File: src/rtl/bsg_gatestack_pkg.sv
// bsg_gatestack_pkg: shared state encoding and sizing helpers for the gatestack strobe generator
package bsg_gatestack_pkg;

    typedef enum logic [1:0] {IDLE, SETUP, PULSE, HOLD} bsg_gatestack_state_e;

    function automatic int safe_clog2(input int x);
        return (x <= 1) ? 1 : $clog2(x);
    endfunction

    function automatic int max3(input int a, input int b, input int c);
        return (a > b) ? ((a > c) ? a : c) : ((b > c) ? b : c);
    endfunction

endpackage

File: src/rtl/bsg_gatestack_phase_timer.sv
// bsg_gatestack_phase_timer: loadable down-counter that parks at zero and flags it
module bsg_gatestack_phase_timer
    import bsg_gatestack_pkg::*;
#(
    parameter int max_count_p = 1
) (
    input  logic                                  clk_i,
    input  logic                                  reset_i,
    input  logic                                  load_i,
    input  logic [safe_clog2(max_count_p)-1:0]    load_val_i,
    output logic                                  zero_o
);

    logic [safe_clog2(max_count_p)-1:0] count_q, count_d;

    always_comb begin
        count_d = load_i ? load_val_i : ((count_q != '0) ? count_q - 1'b1 : count_q);
    end

    always_ff @(posedge clk_i) begin
        if (reset_i) count_q <= '0;
        else         count_q <= count_d;
    end

    assign zero_o = (count_q == '0);

endmodule

File: src/rtl/bsg_gatestack_strobe_gen.sv
// bsg_gatestack_strobe_gen: replays an accepted word as setup/pulse/hold data+strobe to a gated flop bank
module bsg_gatestack_strobe_gen
    import bsg_gatestack_pkg::*;
#(
    parameter int width_p        = 16,
    parameter int setup_cycles_p = 1,
    parameter int pulse_cycles_p = 1,
    parameter int hold_cycles_p  = 1
) (
    input  logic               clk_i,
    input  logic               reset_i,
    input  logic               v_i,
    input  logic [width_p-1:0] data_i,
    input  logic [width_p-1:0] mask_i,
    output logic               ready_o,
    output logic [width_p-1:0] data_o,
    output logic [width_p-1:0] strobe_o,
    output logic               busy_o,
    output logic               done_o
);

    localparam int max_lp = max3(setup_cycles_p, pulse_cycles_p, hold_cycles_p);
    localparam int tw_lp  = safe_clog2(max_lp);

    bsg_gatestack_state_e state_q, state_d;
    logic [width_p-1:0]   data_q, data_d, mask_q, mask_d, strobe_q, strobe_d;
    logic                 done_q, done_d, ready_q, ready_d;
    logic                 load, tzero;
    logic [tw_lp-1:0]     load_val;

    wire xfer = v_i & ready_q;

    bsg_gatestack_phase_timer #(.max_count_p(max_lp)) timer (
        .clk_i     (clk_i),
        .reset_i   (reset_i),
        .load_i    (load),
        .load_val_i(load_val),
        .zero_o    (tzero)
    );

    always_comb begin
        state_d  = state_q;
        data_d   = data_q;
        mask_d   = mask_q;
        strobe_d = strobe_q;
        load     = 1'b0;
        load_val = '0;
        case (state_q)
            IDLE: if (xfer) begin
                state_d  = SETUP;
                data_d   = data_i;
                mask_d   = mask_i;
                load     = 1'b1;
                load_val = tw_lp'(setup_cycles_p - 1);
            end
            SETUP: if (tzero) begin
                state_d  = PULSE;
                strobe_d = mask_q;
                load     = 1'b1;
                load_val = tw_lp'(pulse_cycles_p - 1);
            end
            PULSE: if (tzero) begin
                state_d  = HOLD;
                strobe_d = '0;
                load     = 1'b1;
                load_val = tw_lp'(hold_cycles_p - 1);
            end
            HOLD: if (tzero) state_d = IDLE;
            default: state_d = IDLE;
        endcase
        done_d  = (state_q == HOLD) && tzero;
        ready_d = (state_d == IDLE);
    end

    // ready is registered from the next state so every output leaves a flop directly
    always_ff @(posedge clk_i) begin
        if (reset_i) begin
            state_q  <= IDLE;
            data_q   <= '0;
            mask_q   <= '0;
            strobe_q <= '0;
            done_q   <= 1'b0;
            ready_q  <= 1'b1;
        end else begin
            state_q  <= state_d;
            data_q   <= data_d;
            mask_q   <= mask_d;
            strobe_q <= strobe_d;
            done_q   <= done_d;
            ready_q  <= ready_d;
        end
    end

    assign ready_o  = ready_q;
    assign busy_o   = ~ready_q;
    assign data_o   = data_q;
    assign strobe_o = strobe_q;
    assign done_o   = done_q;

endmodule

File: config.mk
export PLATFORM = sky130hd
export DESIGN_NAME = bsg_gatestack_strobe_gen
export DESIGN_NICKNAME = d
export VERILOG_FILES = /design/src/rtl/bsg_gatestack_pkg.sv /design/src/rtl/bsg_gatestack_phase_timer.sv /design/src/rtl/bsg_gatestack_strobe_gen.sv
export SDC_FILE = /design/constraint.sdc
export NUM_CORES = 1
export LEC_CHECK = 0
export ABC_AREA = 1
export BUFFER_PORTS_ARGS = -buffer_cell sky130_fd_sc_hd__buf_2
export CAP_MARGIN = 25
export CORE_MARGIN = 5
export CORE_UTILIZATION = 40
export DETAILED_ROUTE_END_ITERATION = 10
export PLACE_DENSITY = 0.65
export SLEW_MARGIN = 10
export SYNTH_ARGS = -nofsm -noshare
export SYNTH_HDL_FRONTEND = slang
export SYNTH_SLANG_ARGS = --single-unit
File: constraint.sdc
create_clock -name clk_i -period 3.9 [get_ports clk_i]
set_input_delay 0 -clock clk_i [delete_from_list [all_inputs] [get_ports clk_i]]
set_output_delay 0 -clock clk_i [all_outputs]
set_load 0.01 [all_outputs]
-- Yosys cells after proc, flatten, opt, wreduce, memory -nomap -nowiden
Index checks and enable logic that the tools add are counted.
- register bits after elaboration: 53
- input port bits: 35
- output and inout port bits: 35
- add/subtract/negate cells: 1
- equality and inequality tests: 5
- multiplexer cells: 11
- bitwise logic cells: 3
- reductions and logical operators: 8
- operator list (kind ; number):
    2-to-1 mux 16 bit ; 2
    one-hot mux 16 bit (2 select lines) ; 1
    2-to-1 mux 2 bit ; 4
    one-hot mux 2 bit (4 select lines) ; 1
    equality test 2 bit, second input constant ; 2
    logical NOT 2 bit ; 2
    != test 2 bit, second input constant ; 2
    AND reduction 3 bit ; 1
    OR reduction 3 bit ; 1
    equality test 2 x 1 -> 1 bit, second input constant ; 1
    2-to-1 mux 1 bit ; 2
    inverter 1 bit ; 2
    one-hot mux 1 bit (2 select lines) ; 1
    AND reduction 2 bit ; 1
    nonzero test 2 bit ; 1
    OR reduction 2 bit ; 1
    bitwise AND 1 bit ; 1
    logical AND 1 bit ; 1
    subtractor 1 bit, second input constant ; 1

-- Longest topological paths before layout
Gate-level depths: netlist of the first run.
- depth after elaboration: 4
- depth in mapped cells: 8
- gate-level depth less buffers: 7

-- By module
A second synthesis of the first run with hierarchy kept.
- cell total of the unflattened synthesis: 261
- area total of the unflattened synthesis: 2098.3 um2
- modules (own cells, without submodules) (module ; times used ; cells an instance ; area an instance (um2) ; seq. area each (um2)):
    bsg_gatestack_strobe_gen ; 1 ; 257 ; 2064.5 ; 1041.0
    bsg_gatestack_phase_timer ; 1 ; 4 ; 33.8 ; 20.0

-- Least setup slack after synthesis of the first run
OpenSTA, ideal clock, no wires.
- path kind: register to register
- start: register state_q[1]
- end: register strobe_q[1], in the netlist strobe_o[1]
- arrival: 1341 ps
- required time: 3785 ps
- setup slack: 2443 ps
- stages on the path, launching flop included: 8
- clock period less this slack: 1457 ps
- cell sequence: dfxtp_1 > inv_1 > ha_1 > buf_2 > buf_1 > nand4_1 > nand2_1 > a21oi_2
- word-level cells in the longest chain between the ends: 3
- ends and longest elaborated chain (element ; RTL line ; RTL):
    start, declared ; bsg_gatestack_strobe_gen.sv:25 ; bsg_gatestack_state_e state_q, state_d;
    start signal, assigned ; bsg_gatestack_strobe_gen.sv:85 ; state_q <= state_d;
    equality test 2 x 1 -> 1 bit or equality test 2 bit (tied branches) ; bsg_gatestack_strobe_gen.sv:48 ; case (state_q)
    != test 2 bit (no line) or nonzero test 2 bit (tied branches) ; -- ;
    AND reduction 3 bit (no line) ; -- ;
    end signal, assigned ; bsg_gatestack_strobe_gen.sv:88 ; strobe_q <= strobe_d;
    end, declared ; bsg_gatestack_strobe_gen.sv:26 ; logic [width_p-1:0] data_q, data_d, mask_q, mask_d, strobe_q, strobe_d;
Several ways; a longest one is shown, not always the timed one.
A chain may end at the register's enable or synchronous reset.

-- Worst setup path after layout of the first run
- start: register state_q[1]
- end: register strobe_q[10], in the netlist strobe_o[10]
The elaborated chain is that of the path after synthesis.

==> run_results.csv, run 1 <==
group,metric,value,unit
clocking,clockBufferDepth,2,
sta,hold_viol_final,0,
sta,period_share,0.513,
floorplanning,fp.dieW,83.9,um
grt,grt_start_max_net_pins,65,
synth,syn-num-nets,321,
worst_setup_path,crit_fanout,17,
floorplanning,core,0.00541,mm2
power,switching_share,0.352,
synth,synth_top_area_cell,"dfxtp_1",
synth,synthesis.area,0.00219,mm2
clocking,cts_buffers,5,
synth,synth.top_cell.area_share,0.485,
placement,routabilityCongestion,0.743,
finish,utilization,0.562,
synth,ys_async_sr_fraction,0,
job,drv_cap,0,
finish,postLayoutCellArea,0.00304,mm2
sta,relSlewSlack,0.616,
grt,grt_pass1_vias,1995,
floorplanning,row_count,27,
synth,synth_cell_types,18,
synth,synth_warnings,0,
sta,tightest_slew,0.575,ns
run_status,status,"finished clean",
detailed_routing,drc,0,
grt,grt_overflow,0,
sta,slew_violations,0,
synth,yosysSeqAreaShare,0.485,
power,pwr-share-comb,0.369,
synth,synth_edf_count,0,
floorplanning,io_pins,70,
worst_setup_path,crit_type,"register to register",
sta,clock_skew,0.00566,ns
min_path,whs_path_depth,4,
placement,place_hpwl,3210,um
finish,drive_above_1_share,0.247,
floorplanning,die_y,83.9,um
power,pwr-share-clk,0.229,
sta,max_freq,0.500,GHz
finish,final_cell_count_no_fill,448,
power,ir_drop,0.000462,V
sta,setup_violations,0,
grt,track_usage,0.152,
clocking,clock_latency,0.30,ns
clocking,post_cts_resized,0,
placement,post-place-ws,1.79,ns
worst_setup_path,arrival,2.23,ns
detailed_routing,final_antenna_net_count,0,
sta,hold_slack,0.0824,ns
sta,tns,0,ns
power,leakagePower,1.38,nW
finish,multi_input_area,835,um2
grt,grt_pass1_wl,8870,um
finish,seq_area,0.00106,mm2
power,power_switching,676,uW
finish,fillers,543,
worst_setup_path,worstSetupEndpointType,"register",
detailed_routing,wl_per_cell,11.8,um
placement,dp_cells,406,
clocking,clkTransAtPathRegs,0.09,ns
min_path,worst_hold_path_type,"primary input to register",
clocking,cts_hold_buffers,33,
synth,synth_area_leaders,"dfxtp_1 (49%), a21oi_1 (9.2%), inv_1 (9.1%)",
clocking,numClockSinks,53,
detailed_routing,viasPerCell,4.60,
worst_setup_path,cp.required,4.13,ns
worst_setup_path,crit_chain,"inv_1 > ha_1 > nand3_2 > a21oi_1",
worst_setup_path,cp-start-kind,"register",
clocking,cts_setup_buffers,0,
synth,synth_area_per_cell,7.78,um2
finish,area_delta_synth_final,38.8,%
power,internal_power,1.24,mW
synth,postSynth.topFlopCell,"dfxtp_1",
synth,syn_inst,281,
detailed_routing,routed_wl,5280,um
power,finalPower,1.92,mW
power,p_per_area,632,mW/mm2
worst_setup_path,crit_slowest_cell,"ha_1",
detailed_routing,vias,2063,
synth,synth_seq_cells,53,
power,power_frac_seq,0.402,
grt,antenna_found_initial,0,
sta,fin_ws,1.90,ns
clocking,root_buffer,"clkbuf_8",
sta,rsz0062_at_grt,"no",
worst_setup_path,reg2reg_depth,4,
detailed_routing,firstDrtPassIters,4,
finish,fin_nets,415,
clocking,htreeDepth,2,
placement,dpl-instance-area,0.00254,mm2
floorplanning,initial_core_util,0.405,
worst_setup_path,slowest_delay,0.66,ns
sta,period_needed,2.00,ns
floorplanning,dieArea,0.00705,mm2
placement,port_buffers,69,
clocking,cts_tree,"done",
detailed_routing,first_iter_violations,79,
synth,synth_common_cells,"dfxtp_1 (53), inv_1 (53), a21oi_1 (40), nand2_1 (37), o21ai_0 (33)",
finish,diodes,0,
-- final timing paths --
path	from	endpoint	slack [ns]
max	state_q[1]	strobe_o[10]	1.90
min	v_i	state_q[1]	0.08
max reg2reg	state_q[1]	strobe_o[10]	1.90
min reg2reg	strobe_o[15]	strobe_o[15]	0.44
-- final cells by class --
type	count	share of cell area
multi-input combinational	157	0.275
timing repair buffer	104	0.234
tap	72	0.0297
inverter	54	0.0667
clock inverter	3	0.0227
clock buffer	5	0.0227
sequential	53	0.349
-- placed cells by master (no fill, tap or decap), drive strengths merged --
cell type,n
nor2,9
dfxtp,53
ha,5
clkinv,1
buf,71
o21ai,33
inv,54
nand3,4
conb,1
a21oi,50
clkbuf,5
bufinv,2
nand2,39
nand4,16
dlygate4sd3,33
-- worst max-delay path: cells and delay by family, from the launching register on --
kind	cells	cell delay, ns
fa+ha+maj	1	0.66
buf+inv	1	0.11
compound gates	1	0.29
simple gates	1	0.48
flops	1	0.39
-- flip-flops by register name, summed over array words and instances, names as in the netlist --
signal,count
mask_q,16
state_q,2
done_o,1
data_o,16
strobe_o,16
ready_o,1
timer.count_q,1
-- cell families after synthesis --
family	Yosys count	synth area share
AOI/OAI and AO/OA	83	0.207
buffers and inverters	71	0.133
and+or+nand+nor	68	0.144
DFF	53	0.485
adders and majority gates	5	0.0286
other	1	0.00171
-- routing by layer --
layer / vias up / part of all wire / track usage
met5: - / 0 / 0
met4: 0 / 0.015 / 0.0365
met1: 922 / 0.42 / 0.178
met3: 11 / 0.054 / 0.0405
li1: 1083 / - / -
met2: 47 / 0.51 / 0.274
-- power groups by stage --
stage               Combinational (mW)  Sequential, mW  Clock (mW)
floorplan                        0.447           0.823           0
global placement                 0.651           0.778           0
detailed placement               0.662           0.783           0
CTS                              0.690           0.772       0.452
global route                     0.803           0.791       0.468
finish                           0.709           0.771       0.439
No activity file was read; power rests on OpenSTA's default activity.
==> run 2: changes to the inputs <==
--- a/config.mk
+++ b/config.mk
@@ -5,13 +5,13 @@
 export SDC_FILE = /design/constraint.sdc
 export NUM_CORES = 1
 export LEC_CHECK = 0
-export ABC_AREA = 1
+export ABC_AREA = 0
 export BUFFER_PORTS_ARGS = -buffer_cell sky130_fd_sc_hd__buf_2
 export CAP_MARGIN = 25
 export CORE_MARGIN = 5
 export CORE_UTILIZATION = 40
 export DETAILED_ROUTE_END_ITERATION = 10
-export PLACE_DENSITY = 0.65
+export PLACE_DENSITY = 0.66
 export SLEW_MARGIN = 10
 export SYNTH_ARGS = -nofsm -noshare
 export SYNTH_HDL_FRONTEND = slang
==> constraint.sdc (replaced) <==
create_clock -name clk_i -period 1.9 [get_ports clk_i]
set_input_delay 0 -clock clk_i [delete_from_list [all_inputs] [get_ports clk_i]]
set_output_delay 0 -clock clk_i [all_outputs]
set_load 0.01 [all_outputs]
==> run 2 against run 1 <==
Net effect:
- hold slack improved by 0.058 ns
- via count is 0.87% lower
- global-route usage is 1.4 points higher
- combinational power grew 78%
- sequential share of layout area up 1.3 points
- cell area down 3.5%
- register-to-register slack got worse by 1.7 ns
- fmax up 16%
- worst setup slack worse by 1.7 ns
- routed wire length up 2.5%
- sequential cell count unchanged
- non-clock buffer count rose by 4
- critical endpoint is now data_o[1]
- largest cell class unchanged
- highest routed layer unchanged
==> run_results.csv, run 2 <==
group,metric,value,unit
clocking,cts_buffers,5,
synth,syn-num-nets,300,
detailed_routing,wl_per_cell,12.7,um
job,drv_cap,0,
floorplanning,row_count,26,
worst_setup_path,crit_fanout,21,
grt,grt_start_max_net_pins,42,
detailed_routing,drc,0,
clocking,numClockSinks,53,
power,switching_share,0.359,
detailed_routing,firstDrtPassIters,4,
clocking,cts_tree,"done",
synth,ys_async_sr_fraction,0,
finish,area_delta_synth_final,39.9,%
synth,synth.top_cell.area_share,0.507,
worst_setup_path,slowest_delay,0.45,ns
detailed_routing,first_iter_violations,113,
finish,final_common_cell,"buf_2",
worst_setup_path,cp.required,2.14,ns
synth,yosysSeqAreaShare,0.507,
grt,grt_pass1_vias,1956,
worst_setup_path,worstSetupEndpointType,"register",
clocking,root_buffer,"clkbuf_8",
min_path,worst_hold_path_type,"primary input to register",
power,ir_drop,0.000509,V
synth,synth_cell_types,24,
worst_setup_path,crit_type,"register to register",
finish,layout_common_cells,"buf_2 (69), nand2_1 (64), dfxtp_1 (53), a21oi_1 (50), dlygate4sd3_1 (33)",
placement,port_buffers,69,
detailed_routing,routed_wl,5420,um
floorplanning,initial_core_util,0.410,
worst_setup_path,arrival,1.96,ns
run_status,status,"finished clean",
floorplanning,dieArea,0.00678,mm2
synth,synth_seq_cells,53,
grt,grt_overflow,0,
sta,clock_skew,0.00479,ns
finish,drive_above_1_share,0.236,
synth,synth_common_cells,"nand2_1 (64), dfxtp_1 (53), a21oi_1 (50), inv_1 (20), or4_1 (16)",
worst_setup_path,crit_chain,"inv_1 > ha_1 > and3_1 > buf_4 > nand2_1 > a21oi_1",
clocking,clock_latency,0.30,ns
power,pwr-share-clk,0.220,
worst_setup_path,cp-start-kind,"register",
synth,synth_top_area_cell,"dfxtp_1",
finish,diodes,0,
floorplanning,die_y,82.3,um
placement,routabilityCongestion,0.705,
sta,period_needed,1.72,ns
synth,synth_edf_count,0,
synth,synth_area_per_cell,8.05,um2
sta,slew_violations,0,
synth,synth_warnings,0,
power,leakagePower,1.25,nW
sta,max_freq,0.580,GHz
clocking,clkTransAtPathRegs,0.09,ns
power,p_per_area,1170,mW/mm2
power,power_frac_seq,0.414,
power,finalPower,3.43,mW
floorplanning,io_pins,70,
finish,utilization,0.573,
sta,setup_violations,0,
grt,track_usage,0.166,
worst_setup_path,crit_slowest_cell,"and3_1",
power,pwr-share-comb,0.366,
detailed_routing,vias,2045,
detailed_routing,viasPerCell,4.80,
synth,yosys.cell_count.top_type,"nand2_1",
synth,synth_area_leaders,"dfxtp_1 (51%), a21oi_1 (12%), nand2_1 (11%)",
sta,period_share,0.907,
placement,place_hpwl,3400,um
finish,fin_nets,395,
sta,rsz0062_at_grt,"no",
synth,postSynth.topFlopCell,"dfxtp_1",
clocking,clockBufferDepth,2,
clocking,cts_setup_buffers,0,
sta,hold_viol_final,0,
floorplanning,core,0.00511,mm2
grt,grt_pass1_wl,8800,um
detailed_routing,final_antenna_net_count,0,
grt,antenna_found_initial,0,
clocking,htreeDepth,2,
sta,tns,0,ns
floorplanning,fp.dieW,82.3,um
power,power_switching,1.23,mW
power,internal_power,2.20,mW
synth,synthesis.area,0.00209,mm2
synth,syn_inst,260,
-- run 2: cell count changes in the layout (fill, tap and decap cells not counted), moves of 2 or more --
| cell | delta |
|---|---|
| a21oi_2 | -10 |
| o21ai_0 | -20 |
| nor2_1 | -7 |
| o21ai_1 | +4 |
| or4_1 | +16 |
| nand2_2 | -2 |
| nand2_1 | +27 |
| buf_4 | +4 |
| nand4_1 | -16 |
| inv_1 | -33 |
| nand3_2 | -2 |
| and2_1 | +2 |
| a21oi_1 | +10 |
-- run 2: power by group through the flow --
stage | clock network [mW] | registers (mW) | logic, mW
CTS | 0.778 | 1.42 | 1.27
global route | 0.823 | 1.45 | 1.41
floorplan | 0 | 1.48 | 0.776
global placement | 0 | 1.44 | 1.19
detailed placement | 0 | 1.45 | 1.21
finish | 0.756 | 1.42 | 1.26
-- run 2: repair_timing --
item	CTS	global route
endpoints found under the setup margin	0	0
endpoints found under the hold margin	35	0
hold buffers	33	0
resized for setup	0	0
-- run 2: worst max-delay path, delay by kind of cell, from the launching register on --
kind | cells | cell delay, ns
AOI/OAI and AO/OA | 1 | 0.13
buffers and inverters | 2 | 0.46
adders and majority gates | 1 | 0.18
and+or+nand+nor | 2 | 0.54
DFF | 1 | 0.34
-- run 2: stage by stage --
step / cell area (um2) / cells / worst slack (ns) / hold WS, ns
after floorplan: 2090 / 260 / 0.274 / 0.136
after global placement: 2490 / 385 / 0.259 / 0.240
after detailed placement: 2490 / 385 / 0.189 / 0.246
after CTS: 2930 / 426 / 0.175 / 0.124
after global routing: 2930 / 426 / 0.0299 / 0.165
final: 2930 / 426 / 0.176 / 0.141
-- run 2: per-layer routing --
metal,global-route usage,wire length (um)
met4,0.0532,80
met3,0.0434,366
met2,0.292,2670
met1,0.195,2300
met5,0,0
-- run 2: final cells by class --
cell class                 count  area, um2
clock inverter                 2       38.8
timing repair buffer         108        733
inverter                      20       75.1
multi-input combinational    167        861
tap                           70       87.6
clock buffer                   6       72.6
sequential                    53       1060
fill                         500       2180
-- run 2: path summary, 6_finish.rpt --
kind / from / endpoint / slack [ns] / cells past startpoint
setup / recovery: state_q[0] / data_o[1] / 0.18 / 6
hold / removal: v_i / ready_o / 0.14 / 4
setup reg to reg: state_q[0] / data_o[1] / 0.18 / 6
hold reg to reg: data_o[6] / data_o[6] / 0.45 / 2
-- run 2: cells by family after synthesis --
kind of cell,after synthesis,synth area share
other cells,1,0.00179
compound gates,72,0.184
fa+ha+maj,5,0.0299
flops,53,0.507
simple gates,89,0.196
buf+inv,40,0.0819
==> run 3: changes to the inputs <==
--- a/config.mk
+++ b/config.mk
@@ -12,7 +12,9 @@
 export CORE_UTILIZATION = 40
 export DETAILED_ROUTE_END_ITERATION = 10
 export PLACE_DENSITY = 0.66
+export SKIP_LAST_GASP = 1
 export SLEW_MARGIN = 10
 export SYNTH_ARGS = -nofsm -noshare
 export SYNTH_HDL_FRONTEND = slang
+export SYNTH_HIERARCHICAL = 1
 export SYNTH_SLANG_ARGS = --single-unit
==> run 3 against run 2 <==
Net effect:
- first-iteration DRC count down 50%
- critical path type unchanged
- fmax up 11%
- largest power group unchanged
- worst setup slack better by 0.16 ns
- clock skew down 0.00093 ns
- non-clock buffer count up 1
- highest routed layer unchanged
- global-route usage down 0.85 points
- die area down 1.1%
==> run_results.csv, run 3 <==
group,metric,value,unit
detailed_routing,routed_wl,5170,um
synth,syn_inst,249,
detailed_routing,firstDrtPassIters,4,
grt,antenna_found_initial,0,
run_status,status,"finished clean",
power,ir_drop,0.000558,V
sta,period_needed,1.56,ns
synth,synth_seq_cells,53,
clocking,cts_setup_buffers,0,
worst_setup_path,cp-start-kind,"register",
synth,yosys.cell_count.top_type,"nand2_1",
clocking,clockBufferDepth,2,
grt,grt_pass1_vias,1855,
placement,post-place-ws,0.362,ns
clocking,cts_tree,"done",
synth,synthesis.area,0.00207,mm2
sta,clock_skew,0.00386,ns
placement,port_buffers,69,
grt,grt_use_met1,0.180,
finish,layout_common_cells,"nand2_1 (82), buf_2 (69), dfxtp_1 (53), a21oi_1 (50), dlygate4sd3_1 (32)",
sta,period_share,0.821,
worst_setup_path,slowest_delay,0.44,ns
grt,gr-max-usage-layer,"met2",
detailed_routing,viasPerCell,4.69,
clocking,post_cts_resized,0,
sta,setup_violations,0,
synth,synth.top_cell.area_share,0.513,
placement,place_hpwl,3310,um
synth,syn-num-nets,290,
finish,fin_nets,389,
sta,max_freq,0.641,GHz
worst_setup_path,crit_fanout,33,
worst_setup_path,cp.required,2.13,ns
grt,grt_use_met3,0.0450,
power,p_per_area,1180,mW/mm2
worst_setup_path,arrival,1.79,ns
sta,slew_violations,0,
synth,synth_area_leaders,"dfxtp_1 (51%), nand2_1 (15%), a21oi_1 (12%)",
clocking,numClockSinks,53,
clocking,clock_latency,0.30,ns
finish,final_common_cell,"nand2_1",
min_path,whs_path_depth,4,
floorplanning,io_pins,70,
grt,track_usage,0.158,
synth,ys_async_sr_fraction,0,
synth,synth_top_area_cell,"dfxtp_1",
power,switching_share,0.373,
detailed_routing,first_iter_violations,57,
floorplanning,die_y,81.9,um
floorplanning,row_count,26,
sta,fin_ws,0.340,ns
synth,synth_edf_count,0,
finish,drive_above_1_share,0.258,
grt,grt_overflow,0,
grt,grt_pass1_wl,8190,um
worst_setup_path,reg2reg_depth,6,
floorplanning,initial_core_util,0.408,
synth,synth_cell_types,26,
min_path,worst_hold_path_type,"primary input to register",
sta,rsz0062_at_grt,"no",
floorplanning,core,0.00507,mm2
power,power_frac_seq,0.421,
worst_setup_path,crit_type,"register to register",
placement,routabilityCongestion,0.788,
power,power_switching,1.27,mW
synth,postSynth.topFlopCell,"dfxtp_1",
clocking,htreeDepth,2,
power,pwr-share-comb,0.392,
sta,hold_viol_final,0,
power,internal_power,2.13,mW
synth,synth_common_cells,"nand2_1 (82), dfxtp_1 (53), a21oi_1 (50), nand3b_1 (16), clkbuf_1 (8)",
power,leakagePower,1.26,nW
grt,grtUsageMet2,0.279,
detailed_routing,drc,0,
worst_setup_path,crit_chain,"inv_1 > ha_1 > nand3_1 > buf_4 > nand2_1 > a21oi_1",
floorplanning,fp.dieW,81.9,um
clocking,clkTransAtPathRegs,0.09,ns
detailed_routing,wl_per_cell,12.3,um
power,pwr-share-clk,0.187,
synth,yosysSeqAreaShare,0.513,
floorplanning,dieArea,0.00671,mm2
job,drv_cap,0,
worst_setup_path,worstSetupEndpointType,"register",
finish,diodes,0,
finish,area_delta_synth_final,39.6,%
worst_setup_path,crit_slowest_cell,"dfxtp_1",
sta,tns,0,ns
detailed_routing,final_antenna_net_count,0,
synth,synth_area_per_cell,8.31,um2
clocking,root_buffer,"clkbuf_8",
clocking,cts_buffers,5,
synth,synth_warnings,6,
detailed_routing,vias,1965,
grt,grt_start_max_net_pins,34,
-- run 3: cell types whose count changed after synthesis, sizes merged, moves of 2 or more --
cell / change
buf: +2
nand2: +18
clkbuf: -5
o21ai: -16
or4: -16
o21bai: +2
nand3b: +16
inv: -16
-- run 3: cell families after synthesis --
| logic type | count (synthesis) | share of synthesized area |
|---|---|---|
| flops | 53 | 0.513 |
| fa+ha+maj | 6 | 0.0363 |
| other cells | 1 | 0.00181 |
| buf+inv | 21 | 0.0490 |
| compound gates | 57 | 0.154 |
| simple gates | 111 | 0.246 |
-- run 3: final cells by class --
| cell class | count | area [um2] |
|---|---|---|
| multi-input cells | 175 | 906 |
| well taps | 70 | 87.6 |
| flip-flops and latches | 53 | 1060 |
| fillers | 496 | 2190 |
| inverters | 4 | 15.0 |
| repair buffers | 109 | 726 |
| clock inverters | 3 | 22.5 |
| clock buffers | 5 | 68.8 |
-- run 3: per-layer routing --
layer / share of wire / wire length, um / vias up
met2: 0.49 / 2550 / 50
met4: 0.0095 / 49 / 0
li1: - / - / 1011
met5: 0 / 0 / -
met1: 0.44 / 2290 / 898
met3: 0.054 / 280 / 6
-- run 3: stage by stage --
step / cells / power, mW / area (um2) / utilization / hold WS, ns
after floorplan: 249 / 2.37 / 2070 / - / 0.136
after global placement: 379 / 2.73 / 2470 / 0.488 / 0.240
after detailed placement: 379 / 2.75 / 2470 / 0.488 / 0.246
after CTS: 419 / 3.44 / 2890 / 0.569 / 0.0990
after global routing: 419 / 3.64 / 2890 / 0.569 / 0.125
final: 419 / 3.41 / 2890 / 0.569 / 0.101
-- run 3: worst paths after layout --
| kind | from | to | slack (ns) |
|---|---|---|---|
| worst min register to register | strobe_o[11] | strobe_o[11] | 0.45 |
| worst max register to register | state_q[1] | data_o[14] | 0.34 |
| worst min-delay path | v_i | ready_o | 0.10 |
| worst max-delay path | state_q[1] | data_o[14] | 0.34 |
-- run 3: critical path: cells and delay by family, from the launching register on --
kind                       cells  cell delay [ns]
AOI/OAI and AO/OA              1             0.17
DFF                            1             0.44
and+or+nand+nor                2             0.19
buffers and inverters          2             0.46
adders and majority gates      1             0.21
-- run 3: timing repair --
item	4_1_cts	5_1_grt
endpoints found under the hold margin	32	0
hold buffers	32	0
endpoints found under the setup margin	0	0
-- run 3: power by group through the flow --
stage	sequential [mW]	combinational, mW	clock, mW
3_3_place_gp	1.45	1.27	0
2_1_floorplan	1.49	0.879	0
6_report	1.43	1.34	0.635
3_5_place_dp	1.46	1.29	0
5_1_grt	1.46	1.48	0.693
4_1_cts	1.44	1.34	0.657
